$ cat src/rtl/adma_dm_src_axis_chk_fifo.sv
// Synchronous first-word-fall-through FIFO holding outstanding read orders.
module sync_fifo #(
  parameter  int unsigned DEPTH = 4,
  parameter  int unsigned WIDTH = 8,
  localparam int unsigned AW    = $clog2(DEPTH),
  localparam int unsigned CW    = AW + 1
) (
  input  logic             clk_i,
  input  logic             rst_i,
  input  logic             push_i,
  input  logic [WIDTH-1:0] wdata_i,
  input  logic             pop_i,
  output logic [WIDTH-1:0] rdata_o,
  output logic             full_o,
  output logic             empty_o,
  output logic [CW-1:0]    count_o
);

  logic [WIDTH-1:0] mem_q [DEPTH];
  logic [AW-1:0]    wr_ptr_q, rd_ptr_q;
  logic [CW-1:0]    cnt_q;
  logic             do_push, do_pop;

  assign full_o  = (cnt_q == CW'(DEPTH));
  assign empty_o = (cnt_q == '0);
  assign count_o = cnt_q;
  assign rdata_o = mem_q[rd_ptr_q];
  assign do_push = push_i && !full_o;
  assign do_pop  = pop_i && !empty_o;

  always_ff @(posedge clk_i) begin
    if (do_push) mem_q[wr_ptr_q] <= wdata_i;
  end

  always_ff @(posedge clk_i) begin
    if (rst_i) begin
      wr_ptr_q <= '0;
      rd_ptr_q <= '0;
      cnt_q    <= '0;
    end else begin
      if (do_push) wr_ptr_q <= wr_ptr_q + 1'b1;
      if (do_pop)  rd_ptr_q <= rd_ptr_q + 1'b1;
      cnt_q <= cnt_q + CW'(do_push) - CW'(do_pop);
    end
  end

endmodule

$ cat config.mk
export PLATFORM = sky130hd
export DESIGN_NAME = sync_fifo
export DESIGN_NICKNAME = d
export VERILOG_FILES = /design/src/rtl/adma_dm_src_axis_chk_fifo.sv
export SDC_FILE = /design/constraint.sdc
export NUM_CORES = 1
export LEC_CHECK = 0
export ABC_CLOCK_PERIOD_IN_PS = 2900
export BUFFER_PORTS_ARGS = -buffer_cell sky130_fd_sc_hd__buf_2
export CORE_MARGIN = 1.5
export CORE_UTILIZATION = 35
export DETAILED_ROUTE_END_ITERATION = 7
export SYNTH_ARGS = -nofsm -noshare
export SYNTH_HDL_FRONTEND = slang
export SYNTH_SLANG_ARGS = --single-unit
$ cat constraint.sdc
create_clock -name clk_i -period 2.9 [get_ports clk_i]
set_input_delay 0.29 -clock clk_i [delete_from_list [all_inputs] [get_ports clk_i]]
set_output_delay 0.29 -clock clk_i [all_outputs]
set_load 0.05 [all_outputs]
==> qor.csv <==
stage;metric;value;unit
min_path;worst hold path depth;1;
critical_path;cell count of the worst reg-to-reg path;10;
yosys;largest family of logic cells by synthesized area;multiplexers;
place;Placed Area;0.00181;mm2
floorplanning;Core Region;0.00441;mm2
timing;Rel. slew slack;62.8;%
outcome;status;complete, no violations;
floorplanning;chip width;71.3;um
critical_path;RR Endpoint;count_o[2];
pwr;Worst VDD drop;0.000528;V
critical_path;CP Cell Sequence;nor3b_4 > nor2_2 > inv_1 > ha_1 > inv_1 > ha_1 > fa_1 > xnor2_1 > xnor2_1 > nor2_1;
critical_path;Startpoint Class;flip-flop;
global_route;largest net degree at the start of global routing;14;
floorplanning;initial core utilization;37.0;%
global_route;GR Overflow Total;0;
critical_path;FF-to-FF setup slack;0.64;ns
min_path;Hold EP;mem_q[0][3];
clocking;clk slew on worst S/H paths;0.08;ns
cells_and_area;Area growth syn-to-layout;16.2;%
job;max cap viols;0;
clocking;htree depth;2;
timing;Final setup viols;0;
min_path;Min-Delay Path Class;in -> reg;
timing;Fmax;442;MHz
critical_path;CP delay by family, top;adder cells;
clocking;CTS buffer count;5;
floorplanning;Die Y;71.3;um
yosys;fraction of the yosys area taken by sequential cells;69.8;%
critical_path;Slowest-stage cell, CP;dfxtp_1;
clocking;root buf cell;clkbuf_8;
place;Placer Congestion;0.687;
timing;Hold Worst Slack;0.219;ns
cells_and_area;layout net count;140;
critical_path;worst-path fanout max;6;
timing;max-slew violation count;0;
cells_and_area;Antenna Diode Count;0;
yosys;simple-gate share of the synthesized area;6.51;%
route;DRC violations left;0;
timing;setup TNS;0;ns
cells_and_area;final non-filler cell total;174;
timing;RSZ-0062 raised after global routing;no;
critical_path;worst path bufs/invs;2;
timing;minimum clock period;2.26;ns
place;port bufs;24;
floorplanning;io pins;25;
yosys;Post-Syn Area per Cell;17.6;um2
critical_path;worst r2r src;count_o[1];
timing;final worst path period share;78.1;%
pwr;power per standard cell area;939;mW/mm2
clocking;post-CTS setup buffer count;0;
floorplanning;die area;0.00509;mm2
yosys;Synth area leaders;edfxtp_1 (59%), dfxtp_1 (11%), mux4_2 (11%);
place;dpl ws;0.591;ns
route;DR iter-0 viols;30;
timing;worst slew pin tran;0.557;ns
yosys;post-synthesis mux area share;11.6;%
min_path;min-delay src;wdata_i[3];
clocking;post-CTS sizing;0;
place;DP Wirelength;1940;um
yosys;Synth cell types;24;
global_route;initial antenna violation count;0;
route;1st-pass router iterations;2;
cells_and_area;layout cells sized above 1;36.1;%
route;post-DR vias/cell;4.83;
yosys;Yosys top cell area share;58.8;%
critical_path;CP max stage delay;0.51;ns
global_route;Tot GR Track Use;12.0;%
critical_path;critical path start-end classification;reg -> reg;
yosys;xor and xnor area share after synthesis;1.61;%
yosys;#FFs+latches synth;41;
clocking;clk_lat worst skew;0.29;ns
floorplanning;# rows;24;
route;DRT Wirelength;2760;um
timing;final hold violations;0;
yosys;Yosys warning total;0;
clocking;CTS Buffer Depth;2;
cells_and_area;fillcell total;407;
yosys;Post-Synth Adder-Cell Area;5.82;%
global_route;vias in the first global route;896;
global_route;first-pass GRT wire length;4460;um
yosys;Synth area leader;edfxtp_1;
clocking;TritonCTS clock tree;yes;
yosys;post-synth net total;112;
clocking;clk sink count;41;
critical_path;crit end category;flip-flop;
yosys;Syn Inst Count;93;
clocking;Hold-fix buffers, CTS;0;
yosys;Netlist Area Pre-Place;0.00163;mm2
yosys;fraction of the mapped netlist area in compound gates;1.99;%
critical_path;Worst EP arrival;2.44;ns
timing;setup ws final;0.636;ns
cells_and_area;post-route cell area;0.00190;mm2
place;Inst Count DP;166;
pwr;Leak Pwr;0.000695;uW
route;ANT nets after route;0;
route;drt wl/cell;15.8;um
critical_path;Req. time, crit path;3.08;ns
route;routed via count;840;
timing;Max Clock Skew;0.00291;ns
[flip-flops by register name, summed over array words and instances, names as in the netlist, named ones only]
register / flops
count_o: 3
rd_ptr_q: 2
wr_ptr_q: 2
mem_q: 32
[kinds of logic (layout without fill, tap and decap cells)]
| family | count (synthesis) | after routing |
|---|---|---|
| flops | 41 | 41 |
| simple gates | 17 | 17 |
| buf+inv | 11 | 40 |
| mux | 9 | 9 |
| fa+ha+maj | 7 | 7 |
| compound gates | 5 | 5 |
| xor+xnor | 3 | 3 |
[report_power, final]
part / switching (uW) / internal (uW) / leakage [uW]
clock: 188 / 166 / 0.0000439
combinational: 418 / 212 / 0.000284
sequential: 84.9 / 715 / 0.000367
[layer usage]
layer,global-route usage [%],share of wire (%)
met5,0,0
met4,3.14,0.69
met3,4.64,4.9
met2,19.5,48
met1,15.2,46
[Yosys cell counts]
| library cell | instances |
|---|---|
| ha_1 | 6 |
| o21ai_0 | 2 |
| nor2_1 | 3 |
| dfxtp_1 | 9 |
| nor2b_1 | 2 |
| mux4_2 | 8 |
| a21oi_1 | 2 |
| mux2i_1 | 1 |
| nor3_2 | 1 |
| nand2b_1 | 2 |
| nand2_1 | 1 |
| buf_2 | 1 |
| xnor2_1 | 2 |
| inv_1 | 8 |
| fa_1 | 1 |
| xor2_1 | 1 |
| or3_1 | 2 |
| and2_1 | 4 |
| o31ai_2 | 1 |
| nor2_2 | 1 |
| buf_1 | 1 |
| clkbuf_1 | 1 |
| nor3b_2 | 1 |
| edfxtp_1 | 32 |
[through the flow]
stage               utilization (%)  power [uW]
detailed placement             41.1        1460
global placement               41.1        1440
CTS                            43.0        1810
finish                         43.0        1780
global route                   43.0        1880
floorplan                         -        1310
[layout by cell type (no fill, tap or decap), types with 2 or more instances in the layout]
cell      synthesis  routed
clkinv_2          0       2
xnor2_1           2       2
and2_1            4       4
mux4_2            8       8
dfxtp_1           9       9
o21ai_0           2       2
edfxtp_1         32      32
nand2b_1          2       2
buf_2             1      24
clkbuf_8          0       5
or3_1             2       2
inv_1             8       8
nor2_1            3       3
ha_1              6       6
a21oi_1           2       2
nor2b_1           2       2
[worst reg2reg max path: cells and delay by family (launching register included)]
kind | cells | cell delay (ns)
xor gates and xnor gates | 2 | 0.35
buffers and inverters | 2 | 0.12
DFF | 1 | 0.51
and+or+nand+nor | 3 | 0.35
adders and majority gates | 3 | 0.83
[cell type report]
type | count | area, um2 | area share (%)
inverters | 8 | 30.0 | 1.58
flip-flops and latches | 41 | 1140 | 60.1
multi-input cells | 41 | 457 | 24.0
clock buffers | 5 | 68.8 | 3.62
repair buffers | 24 | 120 | 6.32
clock inverters | 3 | 17.5 | 0.922
well taps | 52 | 65.1 | 3.43
[worst max-delay path by stage]
stage	from	cells past startpoint	endpoint	slack, ns
finish	count_o[1]	10	count_o[2]	0.64
global route	count_o[1]	10	count_o[2]	0.48
CTS	count_o[1]	10	count_o[2]	0.57
detailed placement	count_o[1]	10	count_o[2]	0.59
global placement	count_o[1]	10	count_o[2]	0.76
floorplan	count_o[2]	10	count_o[2]	0.18
No activity file was read; power rests on OpenSTA's default activity.
